<file path="src/rtl/csr_pkg.sv">
// csr_pkg -- CSR bit positions and channel FSM state shared by csr_bank. Rev 1.0
`default_nettype none

package csr_pkg;

  localparam int CSR_START    = 0;
  localparam int CSR_BUSY     = 1;
  localparam int CSR_DONE     = 2;
  localparam int CSR_ERR      = 3;
  localparam int CSR_IE       = 4;
  localparam int CSR_CTRL_LSB = 5;

  typedef enum logic [0:0] {
    IDLE = 1'b0,
    BUSY = 1'b1
  } ch_state_t;

endpackage

`default_nettype wire

</file>
<file path="src/rtl/csr_channel.sv">
// csr_channel -- one CSR with start pulse, IDLE/BUSY FSM, sticky flags and watchdog. Rev 1.0
`default_nettype none

module csr_channel
  import csr_pkg::*;
#(
  parameter int CSR_W = 8,
  parameter int TMO_W = 16
) (
  input  logic                    clock,
  input  logic                    reset_n,
  input  logic                    wr_en_i,
  input  logic [CSR_W-1:0]        wr_data_i,
  input  logic                    hw_done_i,
  input  logic                    hw_err_i,
  input  logic [TMO_W-1:0]        tmo_limit_i,
  output logic [CSR_W-1:0]        csr_o,
  output logic                    start_o,
  output logic                    busy_o,
  output logic [CSR_W-CSR_CTRL_LSB-1:0] ctrl_o,
  output logic                    flag_o
);

  localparam int CTRL_W = CSR_W - CSR_CTRL_LSB;

  ch_state_t          state_q, state_d;
  logic               done_q, done_d;
  logic               err_q, err_d;
  logic               ie_q, ie_d;
  logic               start_q, start_d;
  logic [CTRL_W-1:0]  ctrl_q, ctrl_d;
  logic [TMO_W-1:0]   cnt_q, cnt_d;
  logic               tmo_hit;

  assign tmo_hit = (tmo_limit_i != '0) && (cnt_q == tmo_limit_i - TMO_W'(1));

  always_comb begin
    state_d = state_q;
    done_d  = done_q;
    err_d   = err_q;
    ie_d    = ie_q;
    ctrl_d  = ctrl_q;
    cnt_d   = cnt_q;
    start_d = 1'b0;

    if (wr_en_i) begin
      ie_d   = wr_data_i[CSR_IE];
      ctrl_d = wr_data_i[CSR_CTRL_LSB +: CTRL_W];
      if (wr_data_i[CSR_DONE]) done_d = 1'b0;
      if (wr_data_i[CSR_ERR])  err_d  = 1'b0;
    end

    // Hardware events are applied after the host write so a same-cycle set wins over W1C.
    case (state_q)
      IDLE: begin
        if (wr_en_i && wr_data_i[CSR_START]) begin
          state_d = BUSY;
          done_d  = 1'b0;
          err_d   = 1'b0;
          cnt_d   = '0;
          start_d = 1'b1;
        end
      end
      BUSY: begin
        if (hw_done_i) begin
          state_d = IDLE;
          done_d  = 1'b1;
        end else if (hw_err_i || tmo_hit) begin
          state_d = IDLE;
          err_d   = 1'b1;
        end else if (cnt_q != '1) begin
          cnt_d = cnt_q + TMO_W'(1);
        end
      end
      default: state_d = IDLE;
    endcase
  end

  always_ff @(posedge clock or negedge reset_n) begin
    if (!reset_n) begin
      state_q <= IDLE;
      done_q  <= 1'b0;
      err_q   <= 1'b0;
      ie_q    <= 1'b0;
      ctrl_q  <= '0;
      cnt_q   <= '0;
      start_q <= 1'b0;
    end else begin
      state_q <= state_d;
      done_q  <= done_d;
      err_q   <= err_d;
      ie_q    <= ie_d;
      ctrl_q  <= ctrl_d;
      cnt_q   <= cnt_d;
      start_q <= start_d;
    end
  end

  assign busy_o  = (state_q == BUSY);
  assign start_o = start_q;
  assign ctrl_o  = ctrl_q;
  assign flag_o  = ie_q & (done_q | err_q);
  assign csr_o   = {ctrl_q, ie_q, err_q, done_q, busy_o, 1'b0};

endmodule

`default_nettype wire

</file>
<file path="src/rtl/csr_bank.sv">
// csr_bank -- NUM_CH independent CSR channels with a muxed read port and merged irq. Rev 1.0
`default_nettype none

module csr_bank
  import csr_pkg::*;
#(
  parameter int NUM_CH = 4,
  parameter int CSR_W  = 8,
  parameter int TMO_W  = 16
) (
  input  logic                                  clock,
  input  logic                                  reset_n,
  input  logic [NUM_CH-1:0]                     wr_en,
  input  logic [CSR_W-1:0]                      wr_data,
  input  logic [((NUM_CH > 1) ? $clog2(NUM_CH) : 1)-1:0] rd_sel,
  output logic [CSR_W-1:0]                      rd_data,
  input  logic [NUM_CH-1:0]                     hw_done,
  input  logic [NUM_CH-1:0]                     hw_err,
  input  logic [TMO_W-1:0]                      tmo_limit,
  output logic [NUM_CH-1:0]                     start_o,
  output logic [NUM_CH-1:0]                     busy_o,
  output logic [NUM_CH*(CSR_W-CSR_CTRL_LSB)-1:0] ctrl_o,
  output logic                                  irq
);

  localparam int SEL_W  = (NUM_CH > 1) ? $clog2(NUM_CH) : 1;
  localparam int CTRL_W = CSR_W - CSR_CTRL_LSB;

  logic [NUM_CH-1:0][CSR_W-1:0] csr_all;
  logic [NUM_CH-1:0]            flag;
  logic                         irq_q;

  for (genvar g = 0; g < NUM_CH; g++) begin : g_ch
    csr_channel #(
      .CSR_W (CSR_W),
      .TMO_W (TMO_W)
    ) u_ch (
      .clock       (clock),
      .reset_n     (reset_n),
      .wr_en_i     (wr_en[g]),
      .wr_data_i   (wr_data),
      .hw_done_i   (hw_done[g]),
      .hw_err_i    (hw_err[g]),
      .tmo_limit_i (tmo_limit),
      .csr_o       (csr_all[g]),
      .start_o     (start_o[g]),
      .busy_o      (busy_o[g]),
      .ctrl_o      (ctrl_o[g*CTRL_W +: CTRL_W]),
      .flag_o      (flag[g])
    );
  end

  // Selects beyond the last channel fall through to the zero default.
  always_comb begin
    rd_data = '0;
    for (int i = 0; i < NUM_CH; i++) begin
      if (rd_sel == SEL_W'(i)) rd_data = csr_all[i];
    end
  end

  always_ff @(posedge clock or negedge reset_n) begin
    if (!reset_n) irq_q <= 1'b0;
    else          irq_q <= |flag;
  end

  assign irq = irq_q;

endmodule

`default_nettype wire

</file>
<file path="config.mk">
export PLATFORM = sky130hd
export DESIGN_NAME = csr_bank
export DESIGN_NICKNAME = d
export VERILOG_FILES = /design/src/rtl/csr_pkg.sv /design/src/rtl/csr_channel.sv /design/src/rtl/csr_bank.sv
export SDC_FILE = /design/constraint.sdc
export NUM_CORES = 1
export LEC_CHECK = 0
export ABC_AREA = 1
export CORE_ASPECT_RATIO = 0.6
export CORE_MARGIN = 2
export CORE_UTILIZATION = 55
export CTS_BUF_LIST = sky130_fd_sc_hd__clkbuf_2 sky130_fd_sc_hd__clkbuf_4 sky130_fd_sc_hd__clkbuf_8
export DETAILED_ROUTE_END_ITERATION = 16
export PLACE_DENSITY = 0.79
export SYNTH_ARGS = -nofsm -noshare
export SYNTH_HDL_FRONTEND = slang
export SYNTH_SLANG_ARGS = --single-unit
</file>
<file path="constraint.sdc">
create_clock -name clock -period 1.9 [get_ports clock]
set_input_delay 0.38 -clock clock [delete_from_list [all_inputs] [get_ports clock]]
set_output_delay 0.38 -clock clock [all_outputs]
set_load 0.02 [all_outputs]
</file>
# Word-level counts from Yosys, hierarchy flattened
# Index checks and enable logic that the tools add are counted.
# W data, S select, Z words.
[word_totals] reg_bits=97 input_bits=40 out_inout_bits=29 elab_cells=180
[classes] n_addsub=5 eq_ne=27 mux=88 bitwise_logic=12 n_reduce_logical=19
[op_table] op="$mux W16" n=16
[op_table] op="$pmux W16 S2" n=4
[op_table] op="$add A16 B1 Y16 const B" n=4
[op_table] op="$eq A16 B16 Y1" n=4
[op_table] op="$ne A16 B16 Y1 const B" n=4
[op_table] op="$mux W1" n=52
[op_table] op="$mux W8" n=4
[op_table] op="$ne A2 B2 Y1 const B" n=12
[op_table] op="$pmux W1 S2" n=12
[op_table] op="$reduce_and A4 Y1" n=4
[op_table] op="$reduce_bool A16 Y1" n=1
[op_table] op="$sub A16 B1 Y16 const B" n=1
[op_table] op="$logic_and A1 B1 Y1" n=8
[op_table] op="$ne A2 B1 Y1 const B" n=4
[op_table] op="$and A1 B1 Y1" n=4
[op_table] op="$eq A2 B2 Y1 const B" n=2
[op_table] op="$logic_or A1 B1 Y1" n=4
[op_table] op="$not A1 Y1" n=4
[op_table] op="$or A1 B1 Y1" n=4
[op_table] op="$reduce_or A4 Y1" n=1
[op_table] op="$eq A2 B1 Y1 const B" n=1
[op_table] op="$logic_not A2 Y1" n=1

# Longest topological paths before layout
# Gate-level depths: netlist of run 1.
[logic_depth] ltp_word=7 mapped_depth=19 mapped_depth_nobuf=18

# Cells and area by module
# From an unflattened synthesis of run 1, not the netlist that was laid out.
[unflattened] hier_cells=1405 area_unflattened_um2=8948.6
[by_module_without_submodules] module="csr_channel at g_ch[0].u_ch ..." instances=3 cells_each=340 area_each_um2=2145.8 seq_area_each_um2=600.6
[by_module_without_submodules] module="csr_channel at g_ch[3].u_ch" instances=1 cells_each=334 area_each_um2=2210.9 seq_area_each_um2=600.6
[by_module_without_submodules] module="csr_bank" instances=1 cells_each=51 area_each_um2=300.3 seq_area_each_um2=25.0

# Worst setup path after synthesis of run 1
# OpenSTA, ideal clock, no wires.
[synth_path] path_kind="input-to-reg" startpoint="in tmo_limit[0]" endpoint="reg g_ch[2].u_ch.cnt_q[6]" setup_time_ns=0.119 arrival_time_ns=2.099 required_ns=1.781 path_slack_ns=-0.317 path_stages=18 n_path_buf=1 path_cell_list="inv_2 > ha_1 > nand2_4 > nor2_8 > nand2_2 > nand2_2 > nand2_2 > nand2_1 > nand2_1 > inv_1 > nand2_1 > nor2_1 > nand3_2 > nand3_4 > nand2_4 > buf_6 > nand2_1 > nand2_1"
[synth_via] elab_chain_cells=6
[synth_lines] item="from (decl)" line_no="csr_bank.sv:19" rtl="input logic [TMO_W-1:0] tmo_limit,"
[synth_lines] item="$sub A16 B1 Y16" line_no="csr_channel.sv:35" rtl="assign tmo_hit = (tmo_limit_i != '0) && (cnt_q == tmo_limit_i - TMO_W'(1));"
[synth_lines] item="$eq A16 B16 Y1" line_no="csr_channel.sv:35"
[synth_lines] item="$logic_and A1 B1 Y1 (*)" line_no="csr_channel.sv:35"
[synth_lines] item="$logic_or A1 B1 Y1 (*)" line_no="csr_channel.sv:68" rtl="end else if (hw_err_i || tmo_hit) begin"
[synth_lines] item="$ne A2 B2 Y1 (no line) (*)"
[synth_lines] item="$reduce_and A4 Y1 (no line) (*)"
[synth_lines] item="to (signal assigned)" line_no="csr_channel.sv:94" rtl="cnt_q <= cnt_d;"
[synth_lines] item="to (decl)" line_no="csr_channel.sv:32" rtl="logic [TMO_W-1:0] cnt_q, cnt_d;"
# Every way passes the cells marked *; elsewhere a longest branch is shown, timed or not.
# A chain may end at the register's enable or synchronous reset.

# Worst setup path after layout of run 1
[layout_path] startpoint="reg g_ch[0].u_ch.cnt_q[1]" endpoint="reg g_ch[0].u_ch.cnt_q[10]"
[layout_via] elab_chain_cells=5
[layout_lines] item="from (decl)" line_no="csr_channel.sv:32"
[layout_lines] item="from (signal assigned)" line_no="csr_channel.sv:94"
[layout_lines] item="$add A16 B1 Y16 / $eq A16 B16 Y1 (equally long branches)" line_no="csr_channel.sv:72, csr_channel.sv:35"
[layout_lines] item="$mux W16 / $logic_and A1 B1 Y1 (equally long branches)" line_no="csr_channel.sv:71, csr_channel.sv:35"
[layout_lines] item="$mux W16 / $logic_or A1 B1 Y1 (equally long branches)" line_no="csr_channel.sv:68"
[layout_lines] item="$mux W16 / $ne A2 B2 Y1 (equally long branches)"
[layout_lines] item="$pmux W16 S2 / $reduce_and A4 Y1 (equally long branches)"
# Parallel ways exist; a longest one is shown, timed or not. The select of a mux whose other input is x is not followed.

==> run metrics, run 1 <==
pre-CTS setup slack=-1040 ps; grt ovf=0; Setup-failing EPs final=69; Hold Path Class=in -> async; CP Max Fanout=7; post-synthesis simple-gate area fraction=47.5%; share of layout cells above drive strength 1=33.7%; crit path time final=2150 ps; Via-to-Cell Ratio=6.11; DRT Wirelength=30.8 mm; Routed wire per std cell=19.8 um; IO Count=69; Met3 Wirelength=4.02 mm; synth unique cells=35; first-pass GRT wire length=46.3 mm; post-route non-filler standard cell count=1551; complex-gate fraction of the synthesized area=3.76%; Tightest Pin Transition=571 ps; Rel. slew slack=61.9%; number of global-route vias before repair=8827; Fmax=466 MHz; adder-cell area share of the yosys netlist=0.839%; YS warnings=0; Placed Area=0.00935 mm2; H-tree levels=3; met2 wire length=12.8 mm; area leader, netlist=dfrtp_1; Layout Nets=1422; row cnt=32; core area=0.0131 mm2; Yosys top cell area share=32.5%; P&R area growth vs syn=46.6%; antenna cells=0; RSZ-0062 raised after global routing=yes; HPWL Detailed=20.1 mm; final worst-path setup slack=-246 ps; clock buffer depth=2; Power per Cell Area=461 mW/mm2; largest family of logic cells by synthesized area=simple AND/OR/NAND/NOR gates; die width=154 um; status=finished with violations; MaxCap Viol Count=0; CTS root buf=clkbuf_8; top cells by area, synth=dfrtp_1, nand2_1, nand3_1, nor2_1, inv_1; CP Launch Type=flip-flop; Pre-antenna DRT Iters=6; pin count of the biggest net entering global routing=98; GR Util All Layers=41.0%; failing checks=hold timing, setup timing; post-route design area=0.0109 mm2; FILL cells=772; DRT antenna net count=0; sequential area share after synthesis=32.5%; synthesized flop and latch total=97; worst setup path class=reg -> reg; DR DRC count=0; clock sinks=97; Final period util=113%; Die Area=0.0145 mm2; Num CTS Buffers=9; multi-input logic area=0.00548 mm2; most common cell after layout, fill and taps aside=nand2_1; Hold Vio Cnt, Final=1; CP endpoint kind=flip-flop; synthesized area=0.00746 mm2; Sum Neg Setup Slack=-11660 ps; Worst-path clk slew=110 ps; VDD IR-drop max=0.000473 V; global placement routability congestion=1.05; Iter 0 DRT Violations=1279; port buffer count=66; Worst Hold Slack=-1.31 ps; most frequent cells in the layout=nand2_1, buf_4, nand3_1, inv_1, nor2_1; Net Count, Synth=1191; CTS tree=yes; Max Slew Vio Count=0; DP Cell Count=1494; storage element area=0.00243 mm2; Synth Area in XOR/XNOR=6.46%; Vias=9483; Initial Util=57.2%; Metal-1 WL=12.6 mm; clk_skew=14.3 ps; Data arrival, critical path=2430 ps; Die H=94.2 um; Syn Area/Cell=6.51 um2; Max Used Layer=met4; clk_lat worst skew=390 ps; multiplexer area fraction after synthesis=0%; CP Data Required Time=2180 ps; initial antenna violation count=0; Mapped Cells=1146; leakage=5.18 nW
area by class of cell:
| type | count | area share (%) |
|---|---|---|
| multi-input combinational | 901 | 50.1 |
| sequential | 97 | 22.2 |
| timing repair buffer | 248 | 19.9 |
| inverter | 120 | 4.30 |
| tap | 170 | 1.94 |
| clock buffer | 10 | 1.20 |
| clock inverter | 5 | 0.366 |
logic make-up (layout without fill, tap and decap cells):
group	count (synthesis)	after routing
AO/OA/AOI/OAI	54	54
XOR/XNOR	55	55
adder cells (fa/ha/maj)	5	5
buffers and inverters	154	383
flip-flops	97	97
other	1	1
AND/OR/NAND/NOR	780	786
metrics by stage:
stage	power [mW]	util [%]	hold slack, ps
6_report	5.04	83.8	-1.31
5_1_grt	5.20	83.8	84.5
4_1_cts	4.88	80.4	63.8
3_5_place_dp	3.45	71.6	482
3_3_place_gp	3.43	71.6	479
2_1_floorplan	2.83	-	84.4
final timing paths:
| kind | from | end | slack [ps] | cells past startpoint |
|---|---|---|---|---|
| setup / recovery | g_ch[0].u_ch.cnt_q[1] | g_ch[0].u_ch.cnt_q[10] | -250 | 13 |
| min in group clock | g_ch[2].u_ch.ctrl_o[0] | g_ch[2].u_ch.ctrl_o[0] | 540 | 2 |
| hold / removal | reset_n | g_ch[2].u_ch.start_o | -1 | 2 |
| max in group asynchronous | reset_n | g_ch[2].u_ch.ctrl_o[1] | 1410 | 2 |
| hold reg to reg | g_ch[2].u_ch.ctrl_o[0] | g_ch[2].u_ch.ctrl_o[0] | 540 | 2 |
| setup reg to reg | g_ch[0].u_ch.cnt_q[1] | g_ch[0].u_ch.cnt_q[10] | -250 | 13 |
power by group:
part | internal (mW) | total [mW] | switching (mW)
Sequential | 2.15 | 2.24 | 0.0845
Combinational | 0.583 | 1.46 | 0.876
Clock | 0.500 | 1.34 | 0.844
metal layers:
metal	up-vias	GRT usage, %
met4	0	12.1
met5	-	0
li1	4159	-
met3	170	9.59
met2	744	61.7
met1	4410	58.8
synth_stat cells:
| master | number |
|---|---|
| nand3b_1 | 10 |
| dfrtp_1 | 97 |
| ha_1 | 5 |
| nand3_1 | 174 |
| nand3_4 | 4 |
| nand2_1 | 373 |
| buf_4 | 12 |
| nand4_1 | 23 |
| nand3_2 | 5 |
| nand2_2 | 9 |
| inv_2 | 2 |
| conb_1 | 1 |
| xor2_1 | 47 |
| nor3b_1 | 4 |
| xnor2_1 | 8 |
| or2_0 | 1 |
| nor3_1 | 18 |
| clkinv_1 | 4 |
| o2111ai_1 | 1 |
| nor2_2 | 3 |
| nor2_4 | 2 |
| nand3b_4 | 1 |
| and2_1 | 1 |
| o21ai_1 | 1 |
| nand2_4 | 5 |
| nor3_2 | 3 |
| o22ai_1 | 5 |
| clkbuf_1 | 17 |
| nor2_1 | 132 |
| buf_6 | 5 |
| nor4_1 | 10 |
| o21ai_0 | 40 |
| a21oi_1 | 7 |
| nor2_8 | 2 |
| inv_1 | 114 |
critical path, stage by stage (launching register included):
cell and delay, ps:
dfrtp_1 410, ha_4 180, nand2_4 70, nor2_4 130
nand3_2 100, nor3_2 210, nand4_1 180, nor2_2 200
a21oi_2 100, nand3_4 120, buf_12 140, nand2_8 70
nand2_1 80, nand2_1 50
registers in the layout, summed over array words and instances, names as in the netlist:
| name | cells |
|---|---|
| irq | 1 |
| g_ch.u_ch.err_q | 4 |
| g_ch.u_ch.busy_o | 4 |
| g_ch.u_ch.cnt_q | 64 |
| g_ch.u_ch.ie_q | 4 |
| g_ch.u_ch.done_q | 4 |
| g_ch.u_ch.start_o | 4 |
| g_ch.u_ch.ctrl_o | 12 |
what timing repair did:
action | 4_1_cts | 5_1_grt
resized for setup | 256 | 137
pin swaps | 110 | 84
hold buffers | 0 | 0
hold endpoints to repair | 0 | 0
cloned | 6 | 1
endpoints found under the setup margin | 80 | 78
buffers inserted | 26 | 14
No activity file was read; power rests on OpenSTA's default activity.
==> run 2, diff against run 1 <==
--- a/config.mk
+++ b/config.mk
@@ -6,10 +6,11 @@
 export NUM_CORES = 1
 export LEC_CHECK = 0
 export ABC_AREA = 1
+export ABC_CLOCK_PERIOD_IN_PS = 1900
 export CORE_ASPECT_RATIO = 0.6
 export CORE_MARGIN = 2
 export CORE_UTILIZATION = 55
-export CTS_BUF_LIST = sky130_fd_sc_hd__clkbuf_2 sky130_fd_sc_hd__clkbuf_4 sky130_fd_sc_hd__clkbuf_8
+export CTS_BUF_LIST = sky130_fd_sc_hd__clkbuf_4
 export DETAILED_ROUTE_END_ITERATION = 16
 export PLACE_DENSITY = 0.79
 export SYNTH_ARGS = -nofsm -noshare
==> run metrics, run 2 (synthesis results as in run 1) <==
clock buffer depth=2 (unchanged); Hold Vio Cnt, Final=0 (was 1); CP Launch Type=flip-flop (unchanged); DRT Wirelength=29.2 mm (was 30.8 mm); Fmax=486 MHz (was 466 MHz); Setup-failing EPs final=46 (was 69); global placement routability congestion=1.05 (unchanged); DRT antenna net count=0 (unchanged); Layout Nets=1412 (was 1422); Power per Cell Area=443 mW/mm2 (was 461 mW/mm2); failing checks=setup timing (was hold timing, setup timing); clk_lat worst skew=490 ps (was 390 ps); core area=0.0131 mm2 (unchanged); first-pass GRT wire length=43.6 mm (was 46.3 mm); Routed wire per std cell=19.0 um (was 19.8 um); antenna cells=0 (unchanged); RSZ-0062 raised after global routing=yes (unchanged); Rel. slew slack=60.3% (was 61.9%); CTS root buf=clkbuf_4 (was clkbuf_8); status=finished with violations (unchanged); top register by number of flip-flops=g_ch.u_ch.cnt_q (unchanged); row cnt=32 (unchanged); Gate power share=29.5% (was 28.9%); Largest register FFs=64 (unchanged); Hold Path Class=in -> async (unchanged); Worst Hold Slack=421 ps (was -1.31 ps); clock sinks=97 (unchanged); net switching power=1.74 mW (was 1.80 mW); Num CTS Buffers=9 (unchanged); initial antenna violation count=0 (unchanged); IO Count=69 (unchanged); Die Area=0.0145 mm2 (unchanged); GR Util All Layers=38.6% (was 41.0%); number of global-route vias before repair=8334 (was 8827); crit path time final=2060 ps (was 2150 ps); Power Internal=3.00 mW (was 3.24 mW); leakage=5.17 nW (was 5.18 nW); pre-CTS setup slack=-1040 ps (unchanged); share of layout cells above drive strength 1=32.1% (was 33.7%); Final period util=108% (was 113%); Initial Util=57.2% (unchanged); Max Slew Vio Count=0 (unchanged); Vias=9144 (was 9483); most common cell after layout, fill and taps aside=nand2_1 (unchanged); P&R area growth vs syn=43.4% (was 46.6%); HPWL Detailed=20.1 mm (unchanged); CP endpoint kind=flip-flop (unchanged); CTS tree=yes (unchanged); H-tree levels=3 (unchanged); VDD IR-drop max=0.000486 V (was 0.000473 V); Tightest Pin Transition=596 ps (was 571 ps); switching part of the total power=36.7% (was 35.8%); most frequent cells in the layout=nand2_1, buf_4, nand3_1, nor2_1, inv_1 (was nand2_1, buf_4, nand3_1, inv_1, nor2_1); DR DRC count=0 (unchanged); Via-to-Cell Ratio=5.93 (was 6.11); port buffer count=66 (unchanged); Pre-antenna DRT Iters=6 (unchanged); sequential power share=47.4% (was 44.4%); Data arrival, critical path=2460 ps (was 2430 ps); grt ovf=0 (unchanged); CP Max Fanout=7 (unchanged); final worst-path setup slack=-157 ps (was -246 ps); worst setup path class=reg -> reg (unchanged); Worst-path clk slew=170 ps (was 110 ps); pin count of the biggest net entering global routing=98 (unchanged); clock share of power=23.1% (was 26.7%); MaxCap Viol Count=0 (unchanged); CP Data Required Time=2300 ps (was 2180 ps); Die H=94.2 um (unchanged); die width=154 um (unchanged); clk_skew=20.9 ps (was 14.3 ps); Iter 0 DRT Violations=1037 (was 1279)
[run 2: final cells by class]
cell class,count,area [um2]
sequential,97,2430
multi-input combinational,900,5390
clock inverter,5,40.0
clock buffer,10,75.1
tap,170,213
inverter,120,470
fill,847,2350
timing repair buffer,239,2080
[run 2: worst paths after layout]
check / slack (ps) / start / cells after the start / end
max in group asynchronous: 940 / reset_n / 3 / g_ch[0].u_ch.cnt_q[2]
min in group clock: 490 / hw_done[0] / 3 / g_ch[0].u_ch.done_q
min: 420 / reset_n / 3 / g_ch[2].u_ch.busy_o
max: -160 / g_ch[0].u_ch.cnt_q[0] / 13 / g_ch[0].u_ch.cnt_q[5]
max reg2reg: -160 / g_ch[0].u_ch.cnt_q[0] / 13 / g_ch[0].u_ch.cnt_q[5]
min reg2reg: 540 / g_ch[3].u_ch.ctrl_o[1] / 2 / g_ch[3].u_ch.ctrl_o[1]
[run 2: metal layers]
metal	up-vias	GRT usage [%]	routed length, um
met1	4305	56.3	12300
met4	0	12.3	761
met5	-	0	0
li1	4131	-	-
met3	85	9.36	3790
met2	623	56.2	12400
[run 2: what timing repair did]
action                     in CTS  in global routing
setup endpoints to repair      86                 86
resized for setup             175                191
hold endpoints to repair       97                  0
cloned                          4                  2
pin swaps                      38                105
setup buffers                  17                 13
hold buffers                    1                  0
[run 2: power by group through the flow]
stage	combinational, mW	clock [mW]	sequential (mW)
floorplan	0.541	0	2.29
detailed placement	1.18	0	2.27
global placement	1.16	0	2.26
global route	1.49	1.16	2.25
finish	1.40	1.10	2.25
CTS	1.27	1.10	2.23
[run 2: worst max-delay path, stage by stage, from the launching register on]
cell     delay [ps]
dfrtp_1         440
ha_4            180
nand2_4          70
nor2_4          100
nand3_2          90
nor3_2          160
nand4_1         180
nor2_2          170
a21oi_2         100
nand3_4         130
buf_12          140
nand2_8          80
nand2_2          80
nand2_2          50
[run 2: per-stage QoR]
| stage | std cells | power [mW] | setup TNS (ps) | utilization (%) | area (um2) |
|---|---|---|---|---|---|
| after global routing | 1541 | 4.89 | -7010 | 82.0 | 10700 |
| after global placement | 1494 | 3.43 | -69120 | 71.6 | 9350 |
| after CTS | 1529 | 4.59 | -1030 | 77.1 | 10100 |
| after floorplan | 1146 | 2.83 | -2540 | - | 7520 |
| after detailed placement | 1494 | 3.45 | -70250 | 71.6 | 9350 |
| final | 1541 | 4.74 | -2550 | 82.0 | 10700 |
